[src/rtl/codon_scan_ctrl_pkg.sv]
// Shared configuration and types for the Genomatic codon-counting sequencer.
// Block sizing is set here; every codon_scan_ctrl file imports this package.
package geno_pkg;

  localparam int NUM_CODONS = 6;
  localparam int PAT_LEN    = 5;
  localparam int GENE_LEN   = 256;
  localparam int CNT_W      = 4;

  typedef logic [3:0]            nib_t;
  typedef nib_t [PAT_LEN-1:0]    pat_t;
  typedef logic [CNT_W-1:0]      cnt_t;

  typedef enum logic [1:0] {
    IDLE = 2'd0,
    LOAD = 2'd1,
    SCAN = 2'd2,
    DONE = 2'd3
  } scan_state_t;

endpackage

[src/rtl/codon_scan_ctrl_if.sv]
// ROM-side bus of the sequencer: codon table and gene ROM, both read
// combinationally (data is valid in the same cycle as the address).
interface codon_scan_ctrl_if;
  import geno_pkg::*;

  logic [4:0] cod_addr;
  nib_t       cod_data;
  logic [7:0] gen_addr;
  nib_t       gen_data;

  modport master (output cod_addr, output gen_addr, input cod_data, input gen_data);
  modport slave  (input cod_addr, input gen_addr, output cod_data, output gen_data);

endinterface

[src/rtl/codon_match_cnt.sv]
// Codon pattern table, one comparator per codon against the next scan window,
// and a saturating match counter per codon.
module codon_match_cnt
  import geno_pkg::*;
(
  input  logic                   clk,
  input  logic                   rst_n,
  input  logic                   load_i,
  input  logic [4:0]             load_idx_i,
  input  nib_t                   load_data_i,
  input  logic                   cmp_en_i,
  input  pat_t                   win_i,
  input  logic                   clear_i,
  output cnt_t [NUM_CODONS-1:0]  match_cnt_o
);

  pat_t [NUM_CODONS-1:0] pat_q;
  cnt_t [NUM_CODONS-1:0] cnt_q;
  logic [NUM_CODONS-1:0] hit;

  // NOTE: combinational blocks assign a default before any conditional logic,
  // so every path drives every output and no latch is inferred.
  always_comb begin
    hit = '0;
    for (int i = 0; i < NUM_CODONS; i++) begin
      hit[i] = cmp_en_i && (win_i == pat_q[i]);
    end
  end

  // NOTE: the pattern table is a small flop array rather than a RAM, so it is
  // reset along with the rest of the state; a RAM-mapped table could not be.
  // Patterns are stored newest-nibble-first to line up with the window order.
  always_ff @(posedge clk or negedge rst_n) begin
    if (!rst_n) begin
      pat_q <= '0;
    end else if (load_i) begin
      for (int i = 0; i < NUM_CODONS; i++) begin
        for (int k = 0; k < PAT_LEN; k++) begin
          if (load_idx_i == 5'(i * PAT_LEN + k)) begin
            pat_q[i][PAT_LEN-1-k] <= load_data_i;
          end
        end
      end
    end
  end

  // NOTE: clocked state uses non-blocking '<=' only, so every flop samples
  // values from before the edge regardless of statement order.
  always_ff @(posedge clk or negedge rst_n) begin
    if (!rst_n) begin
      cnt_q <= '0;
    end else if (clear_i) begin
      cnt_q <= '0;
    end else begin
      for (int i = 0; i < NUM_CODONS; i++) begin
        if (hit[i] && (cnt_q[i] != '1)) begin
          cnt_q[i] <= cnt_q[i] + 1'b1;
        end
      end
    end
  end

  assign match_cnt_o = cnt_q;

endmodule

[src/rtl/codon_scan_ctrl.sv]
// Run sequencer: loads the codon table, walks the gene ROM one nibble per
// cycle through a sliding window, and reports per-codon match counts.
module codon_scan_ctrl
  import geno_pkg::*;
(
  input  logic                   clk,
  input  logic                   rst,
  input  logic                   start,
  codon_scan_ctrl_if.master      rom,
  input  logic [2:0]             sel,
  output logic                   busy,
  output logic                   done,
  output cnt_t [NUM_CODONS-1:0]  match_cnt,
  output cnt_t                   sel_cnt
);

  localparam int FILL_W = $clog2(PAT_LEN + 1);
  localparam logic [4:0]        COD_LAST  = 5'(NUM_CODONS * PAT_LEN - 1);
  localparam logic [7:0]        GEN_LAST  = 8'(GENE_LEN - 1);
  localparam logic [FILL_W-1:0] FILL_FULL = FILL_W'(PAT_LEN);
  localparam logic [FILL_W-1:0] FILL_CMP  = FILL_W'(PAT_LEN - 1);

  scan_state_t       state_q, state_d;
  logic [4:0]        cod_addr_q, cod_addr_d;
  logic [7:0]        gen_addr_q, gen_addr_d;
  pat_t              win_q, win_d, nxt_win;
  logic [FILL_W-1:0] fill_q, fill_d;
  cnt_t              sel_cnt_q, sel_cnt_d;
  logic              accept, cmp_en;

  always_comb begin
    state_d    = state_q;
    cod_addr_d = cod_addr_q;
    gen_addr_d = gen_addr_q;
    win_d      = win_q;
    fill_d     = fill_q;
    cmp_en     = 1'b0;
    accept     = start && ((state_q == IDLE) || (state_q == DONE));
    nxt_win    = {win_q[PAT_LEN-2:0], rom.gen_data};

    case (state_q)
      IDLE, DONE: begin
        if (accept) begin
          state_d    = LOAD;
          cod_addr_d = '0;
          win_d      = '0;
          fill_d     = '0;
        end
      end
      LOAD: begin
        if (cod_addr_q == COD_LAST) begin
          state_d    = SCAN;
          gen_addr_d = '0;
        end else begin
          cod_addr_d = cod_addr_q + 5'd1;
        end
      end
      SCAN: begin
        win_d  = nxt_win;
        cmp_en = (fill_q >= FILL_CMP);
        if (fill_q != FILL_FULL) fill_d = fill_q + 1'b1;
        // The last address gets its compare this cycle; the address then holds.
        if (gen_addr_q == GEN_LAST) state_d = DONE;
        else                        gen_addr_d = gen_addr_q + 8'd1;
      end
      default: state_d = IDLE;
    endcase
  end

  always_comb begin
    sel_cnt_d = '0;
    for (int i = 0; i < NUM_CODONS; i++) begin
      if (sel == 3'(i)) sel_cnt_d = match_cnt[i];
    end
  end

  always_ff @(posedge clk or negedge rst) begin
    if (!rst) begin
      state_q    <= IDLE;
      cod_addr_q <= '0;
      gen_addr_q <= '0;
      win_q      <= '0;
      fill_q     <= '0;
      sel_cnt_q  <= '0;
    end else begin
      state_q    <= state_d;
      cod_addr_q <= cod_addr_d;
      gen_addr_q <= gen_addr_d;
      win_q      <= win_d;
      fill_q     <= fill_d;
      sel_cnt_q  <= sel_cnt_d;
    end
  end

  codon_match_cnt u_match (
    .clk         (clk),
    .rst_n       (rst),
    .load_i      (state_q == LOAD),
    .load_idx_i  (cod_addr_q),
    .load_data_i (rom.cod_data),
    .cmp_en_i    (cmp_en),
    .win_i       (nxt_win),
    .clear_i     (accept),
    .match_cnt_o (match_cnt)
  );

  assign rom.cod_addr = cod_addr_q;
  assign rom.gen_addr = gen_addr_q;
  assign busy         = (state_q == LOAD) || (state_q == SCAN);
  assign done         = (state_q == DONE);
  assign sel_cnt      = sel_cnt_q;

endmodule

[src/flat_wrapper.sv]
// flat-port wrapper written by rule: the top's interface ports become plain ports
module codon_scan_ctrl_flat import geno_pkg::*;
  (clk, rst, start, sel, busy, done, match_cnt, sel_cnt, rom_cod_addr, rom_gen_addr, rom_cod_data, rom_gen_data);
  codon_scan_ctrl_if rom_i ();
  input  logic clk;
  input  logic rst;
  input  logic start;
  input  logic [2:0] sel;
  output logic busy;
  output logic done;
  output cnt_t [NUM_CODONS-1:0] match_cnt;
  output cnt_t sel_cnt;
  output wire logic [$bits(rom_i.cod_addr)-1:0] rom_cod_addr;
  output wire logic [$bits(rom_i.gen_addr)-1:0] rom_gen_addr;
  input wire logic [$bits(rom_i.cod_data)-1:0] rom_cod_data;
  input wire logic [$bits(rom_i.gen_data)-1:0] rom_gen_data;
  assign rom_cod_addr = rom_i.cod_addr;
  assign rom_gen_addr = rom_i.gen_addr;
  assign rom_i.cod_data = rom_cod_data;
  assign rom_i.gen_data = rom_gen_data;
  codon_scan_ctrl u_core (.clk(clk), .rst(rst), .start(start), .rom(rom_i), .sel(sel), .busy(busy), .done(done), .match_cnt(match_cnt), .sel_cnt(sel_cnt));
endmodule
[config.mk]
export PLATFORM = sky130hd
export DESIGN_NAME = codon_scan_ctrl_flat
export DESIGN_NICKNAME = d
export VERILOG_FILES = /design/src/rtl/codon_scan_ctrl_pkg.sv /design/src/rtl/codon_scan_ctrl_if.sv /design/src/rtl/codon_match_cnt.sv /design/src/rtl/codon_scan_ctrl.sv /design/src/flat_wrapper.sv
export SDC_FILE = /design/constraint.sdc
export NUM_CORES = 1
export LEC_CHECK = 0
export ABC_AREA = 1
export BUFFER_PORTS_ARGS = -buffer_cell sky130_fd_sc_hd__clkbuf_2
export CORE_MARGIN = 4
export CORE_UTILIZATION = 55
export DETAILED_ROUTE_END_ITERATION = 6
export PLACE_DENSITY = 0.87
export SYNTH_ARGS = -nofsm -noshare
export SYNTH_HDL_FRONTEND = slang
export SYNTH_SLANG_ARGS = --single-unit
[constraint.sdc]
create_clock -name clk -period 1.54 [get_ports clk]
set_input_delay 0.077 -clock clk [delete_from_list [all_inputs] [get_ports clk]]
set_output_delay 0.077 -clock clk [all_outputs]
set_load 0.01 [all_outputs]
**After elaboration in Yosys (flattened, before gate mapping)**

Index checks and enable logic that the tools add are counted.

- $lt $le $gt $ge: 1
- Eq/ne operators: 57
- Add/subtract/negate cells: 9
- Reductions and logical operators: 63
- Muxes and demuxes: 29

Operators by type and width:

| operator | number |
|---|---|
| 20-bit == test | 6 |
| 5-bit == test, second input constant | 14 |
| 2-bit AND reduction | 31 |
| 4-bit two-way mux | 12 |
| 5-bit by 4-bit == test with 1-bit output, second input constant | 8 |
| 16-bit case mux with 2 select lines | 1 |
| 4-bit by 1-bit adder with 4-bit output, second input constant | 6 |
| 24-bit two-way mux | 1 |
| 4-bit inequality test, second input constant | 6 |
| 5-bit by 3-bit == test with 1-bit output, second input constant | 4 |
| 2-bit nonzero test | 9 |
| 16-bit two-way mux | 1 |
| 8-bit two-way mux | 2 |
| 8-bit case mux with 2 select lines | 1 |
| 1-bit logical AND | 13 |
| 3-bit AND reduction | 4 |
| 5-bit by 2-bit == test with 1-bit output, second input constant | 2 |
| 5-bit two-way mux | 2 |
| 5-bit case mux with 2 select lines | 1 |
| 8-bit by 1-bit adder with 8-bit output, second input constant | 1 |
| 8-bit == test, second input constant | 1 |
| 2-bit by 1-bit inequality test with 1-bit output, second input constant | 4 |
| 3-bit by 2-bit == test with 1-bit output, second input constant | 2 |
| 3-bit == test, second input constant | 2 |
| other kinds (19) | 25 |

- Bits in registers: 182
- Logic and storage cells: 204
- Output and inout bits: 43

**Logic depth before layout (Yosys ltp)**

- Depth in word-level cells: 7
- Gate-level depth with buffers: 13
- Depth with buffers taken out: 13

**Cells and area by module**

From an unflattened synthesis, not the netlist that was laid out.

- Cells, all modules: 1548
- Area total of the unflattened synthesis: 10585.2 µm²

Modules (own cells, without submodules):

| module | cells an instance | area each (µm²) | seq. area each (µm²) | instances |
|---|---|---|---|---|
| codon_match_cnt | 1290 | 8495.6 | 3603.5 | 1 |
| codon_scan_ctrl | 258 | 2089.5 | 950.9 | 1 |

**Least setup slack after synthesis**

No wires, ideal clock.

- Path type: reg2reg
- From: reg u_core.state_q[0]
- To: reg u_core.win_q, in the netlist u_core.nxt_win[11]
- Slack: -0.188 ns
- Path buffers: 1
- Clock period less this slack: 1.728 ns
- Library setup time: 0.138 ns
- Arrival time: 1.590 ns
- Cell stages (with the launch flop): 9
- Cells stage by stage: dfrtp_1 inv_1 ha_1 inv_1 nor2_1 nor2_1 inv_1 clkbuf_1 o22ai_1

- Longest elaborated chain between the ends: 5
- Elaborated cells on any way between the ends: 10

Ends and longest elaborated chain:

| item | RTL line | source |
|---|---|---|
| start: declaration | codon_scan_ctrl.sv:23 | `scan_state_t state_q, state_d;` |
| start signal: assignment | codon_scan_ctrl.sv:86 | `state_q <= state_d;` |
| 2-bit == test or 2-bit logical NOT (tied branches) | codon_scan_ctrl.sv:38, codon_scan_ctrl.sv:41 |  |
| 1-bit logical OR | codon_scan_ctrl.sv:38 | `accept = start && ((state_q == IDLE) \|\| (state_q == DONE));` |
| 1-bit logical AND | codon_scan_ctrl.sv:38 |  |
| 2-bit by 1-bit inequality test with 1-bit output (no source line) | - |  |
| 2-bit AND reduction (no source line) | - |  |
| end signal: assignment | codon_scan_ctrl.sv:89 | `win_q <= win_d;` |
| end: declaration | codon_scan_ctrl.sv:26 | `pat_t win_q, win_d, nxt_win;` |

Parallel ways exist; a longest one is shown, timed or not.
A chain may end at the register's enable or synchronous reset.

**Final worst setup path**

- From: reg u_core.win_q, in the netlist u_core.nxt_win[7]
- To: reg u_core.u_match.cnt_q, in the netlist u_core.u_match.match_cnt_o[23]

- Longest elaborated chain between the ends: 4

Ends and longest elaborated chain:

| item | RTL line | source |
|---|---|---|
| 20-bit == test | codon_match_cnt.sv:26 | `hit[i] = cmp_en_i && (win_i == pat_q[i]);` |
| 1-bit logical AND | codon_match_cnt.sv:26 |  |
| 1-bit logical AND | codon_match_cnt.sv:56 | `if (hit[i] && (cnt_q[i] != '1)) begin` |
| 2-bit nonzero test (no source line) | - |  |
| end signal: indexed assignment | codon_match_cnt.sv:57 | `cnt_q[i] <= cnt_q[i] + 1'b1;` |
| end: declaration | codon_match_cnt.sv:18 | `cnt_t [NUM_CODONS-1:0] cnt_q;` |

Every way passes these cells.

==> qor.csv <==
stage,metric,value,unit
power_and_ir_drop,P_int,12.4,mW
power_and_ir_drop,"IR drop worst, VDD",1800,µV
place,GP Congestion,0.971,
run_status,outcome,"complete, but fails checks",
final_layout,layout cells sized above 1,34.1,%
synth,Synthesized Nets,1462,
timing,post-layout min period,1.94,ns
timing,Hold Slack,0.0185,ns
timing,skew final,0.0108,ns
timing,Setup TNS,-20.56,ns
route,Antenna Nets Post-Route,0,
final_layout,area occupied by multi-input gates,5980,µm²
place,DP HPWL,22.8,mm
route,wire length per cell,22.4,µm
route,via count,12066,
timing,"Setup violations, final",151,
clock_network,clk_lat worst skew,0.46,ns
power_and_ir_drop,switching power,10.3,mW
clock_network,H-tree depth,4,
die,Die H,143,µm
route,Routed WL,42.7,mm
synth,Synth Area in Compound Gates,10.3,%
clock_network,CTS root buffer,clkbuf_16,
timing,RSZ-0062 raised after global routing,true,
synth,largest family of logic cells by synthesized area,simple AND/OR/NAND/NOR gates,
synth,Cells after Synth,1429,
die,Die Area,20600,µm²
clock_network,CTS Buffer Depth,2,
die,Starting Density,56.0,%
critical_path,slowest cell on the critical path,dfrtp_1,
final_layout,fill count,1016,
synth,post-synthesis xor/xnor area fraction,2.26,%
final_layout,"Cell Count, Final, Fillers Out",1908,
timing,worst slew pin tran,0.610,ns
die,row count,49,
timing,final hold vios,0,
synth,proportion of synthesized area in mux cells,0,%
final_layout,register area,4570,µm²
place,DP Worst Slack,-0.202,ns
place,I/O Buffers,56,
critical_path,crit-path leading delay family,simple AND/OR/NAND/NOR gates,
timing,slew margin rel.,59.3,%
power_and_ir_drop,pwr dens,1590,nW/µm²
synth,mean post-synth cell area,7.06,µm²
grt,initial antenna violation count,1,
worst_hold_path,worst hold-check path type,input pin to register,
route,via density per instance,6.32,
grt,GRT Overall Usage,33.3,%
final_layout,final core occ,79.0,%
synth,synthesized area,10100,µm²
timing,final slew viol count,0,
grt,vias in the first global route,10596,
die,core area,18000,µm²
grt,"Remaining Overflow, GRT",0,
synth,sequential area share after synthesis,45.1,%
critical_path,Critical Path End Type,register,
clock_network,Clock transition at path regs,0.08,ns
critical_path,CP most frequent cell,nand2_1,
power_and_ir_drop,Comb power frac,49.6,%
run_status,failing checks,"design-rule violations, negative setup slack",
critical_path,"Buf+Inv Stages, Crit Path",1,
die,Die Wd,143,µm
route,Initial DRT Pass Iterations,7,
synth,Post-Synth Adder-Cell Area,2.36,%
route,DRC Markers,3,
synth,Netlist cell types,35,
power_and_ir_drop,Flop pwr share,30.1,%
place,placed cell count,1829,
final_layout,fin area,14200,µm²
synth,Synth warnings,0,
synth,Seq cells post-synth,182,
clock_network,Clock Sinks,182,
critical_path,CP required,1.93,ns
power_and_ir_drop,Total Power,22.6,mW
critical_path,critical path type,register to register,
final_layout,Layout area overhead,41.1,%
critical_path,crit path cell chain,"buf_4, nand2_1, nand2_1, nor2_4, nand2_1, nor2_4, nand4_1, nand2_1, nand2_1, nor2_1",
critical_path,arrival time at the worst endpoint,2.33,ns
clock_network,total CTS buffers,17,
critical_path,slowest cell delay on critical path,0.44,ns
critical_path,"Max FO, Critical Path",5,
grt,first-pass GRT wire length,53.3,mm
clock_network,CTS tree,done,
grt,largest net degree at the start of global routing,82,
power_and_ir_drop,Leak,7.28,nW
final_layout,Nets,1699,
timing,final period utilization,126,%
timing,slack of the critical path,-0.402,ns
run,# Max-Cap Violations,0,
die,Ports,57,
critical_path,Critical Path Source Type,register,
power_and_ir_drop,sw frac,45.4,%
power_and_ir_drop,Clock power frac,20.3,%
timing,fmax,515,MHz
synth,simple-gate share of the synthesized area,31.8,%
final_layout,ANT cells,0,
place,placed cell area,11800,µm²
route,1st-iter DRT viols,1805,
## worst min-delay path: cells and delay by family
| family | cells | cell delay (ns) |
|---|---|---|
| AOI/OAI and AO/OA | 1 | 0.11 |
| buffers and inverters | 1 | 0.14 |
| and+or+nand+nor | 1 | 0.11 |
## synth_stat cells
| library cell | instances | area, µm² |
|---|---|---|
| xnor2_1 | 17 | 149 |
| dfrtp_1 | 182 | 4550 |
| nor3_4 | 1 | 16.3 |
| o221ai_1 | 3 | 26.3 |
| o2111ai_1 | 1 | 8.76 |
| o22ai_1 | 22 | 138 |
| nand2_2 | 5 | 31.3 |
| nand2_1 | 514 | 1930 |
| nand3_1 | 40 | 200 |
| clkbuf_1 | 13 | 48.8 |
| inv_1 | 174 | 653 |
| nand4_1 | 19 | 119 |
| xor2_1 | 9 | 78.8 |
| nor2_2 | 10 | 62.6 |
| a31oi_1 | 1 | 6.26 |
| nor2_1 | 176 | 661 |
| nor3_2 | 3 | 30.0 |
| a21oi_1 | 18 | 90.1 |
| clkinv_1 | 2 | 7.51 |
| nor3b_1 | 1 | 7.51 |
| o31ai_1 | 2 | 15.0 |
| o21ai_1 | 2 | 10.0 |
| and2_1 | 1 | 6.26 |
| nor3_1 | 13 | 65.1 |
| nand3b_1 | 4 | 30.0 |
| or2_2 | 1 | 6.26 |
| nor2_4 | 4 | 45.0 |
| o21ai_0 | 144 | 721 |
| clkbuf_2 | 1 | 5.00 |
| o211ai_1 | 1 | 7.51 |
| ha_1 | 19 | 238 |
| inv_2 | 14 | 52.6 |
| buf_2 | 8 | 40.0 |
| o21ai_2 | 2 | 17.5 |
| buf_4 | 2 | 15.0 |
## cells in the final DEF, fill, tap and decap left out, types with 10 or more instances in the layout
| cell type | Yosys | routed |
|---|---|---|
| nand3_2 | 0 | 12 |
| xnor2_1 | 17 | 14 |
| nand2_1 | 514 | 415 |
| clkbuf_16 | 0 | 18 |
| nand3_1 | 40 | 28 |
| clkbuf_2 | 1 | 55 |
| nand2_4 | 0 | 30 |
| o21ai_1 | 2 | 43 |
| buf_6 | 0 | 33 |
| o21ai_0 | 144 | 67 |
| o22ai_2 | 0 | 12 |
| dfrtp_1 | 182 | 172 |
| ha_1 | 19 | 12 |
| buf_4 | 2 | 133 |
| inv_4 | 0 | 10 |
| inv_2 | 14 | 16 |
| nand2_2 | 5 | 71 |
| o21ai_2 | 2 | 36 |
| nor2_1 | 176 | 131 |
| buf_12 | 0 | 15 |
| inv_1 | 174 | 159 |
| nor2_2 | 10 | 18 |
| nand4_1 | 19 | 19 |
| nor3_1 | 13 | 11 |
| nor2_4 | 4 | 41 |
| dfrtp_2 | 0 | 10 |
## area by class of cell
type	count	share of cell area, %
Inverter	190	5.39
Sequential cell	182	32.1
Timing Repair Buffer	242	14.3
Clock inverter	15	1.21
Multi-Input combinational cell	1033	42.0
Tap cell	229	2.01
Clock buffer	17	2.99
## timing repair
| action | CTS | global route |
|---|---|---|
| setup buffers | 15 | 31 |
| hold endpoints to repair | 182 | 0 |
| resized for setup | 123 | 344 |
| gates cloned | 0 | 1 |
| endpoints found under the setup margin | 139 | 168 |
| pin swaps | 38 | 65 |
| hold buffers | 1 | 0 |
## final timing paths
kind	start	endpoint	cells past startpoint	slack, ns
max in group asynchronous	rst	u_core.u_match.pat_q[45]	3	0.89
min in group asynchronous	rst	u_core.u_match.pat_q[15]	3	0.19
worst min-delay path	sel[1]	u_core.sel_cnt[2]	3	0.02
worst max-delay path	u_core.nxt_win[7]	u_core.u_match.match_cnt_o[23]	10	-0.40
worst min register to register	u_core.u_match.pat_q[60]	u_core.u_match.pat_q[60]	2	0.50
worst max register to register	u_core.nxt_win[7]	u_core.u_match.match_cnt_o[23]	10	-0.40
## flip-flops by register name, summed over array words and instances, names as in the netlist
register                    cells
u_core.u_match.pat_q          120
u_core.sel_cnt                  4
u_core.nxt_win                 16
u_core.u_match.match_cnt_o     24
u_core.fill_q                   3
u_core.rom.gen_addr             8
u_core.rom.cod_addr             5
u_core.state_q                  2
## kinds of logic after synthesis
kind of cell | count (synthesis)
compound gates | 196
fa+ha+maj | 19
xor+xnor | 26
buf+inv | 214
flops | 182
simple gates | 792
## power by group through the flow
stage | clock network, mW | registers, mW | logic [mW]
floorplan | 0 | 6.42 | 4.28
global placement | 0 | 6.55 | 6.97
detailed placement | 0 | 6.59 | 7.21
CTS | 4.46 | 6.55 | 7.99
global route | 4.75 | 6.83 | 11.7
finish | 4.60 | 6.80 | 11.2
## metal layers
metal | global-route usage, % | vias up | wire [µm]
li1 | - | 4943 | -
met1 | 39.7 | 5517 | 13800
met2 | 55.7 | 1173 | 19700
met3 | 7.92 | 431 | 5080
met4 | 17.8 | 2 | 4180
met5 | 0 | - | 13
Note: power is estimated with default switching activity, not from simulation.
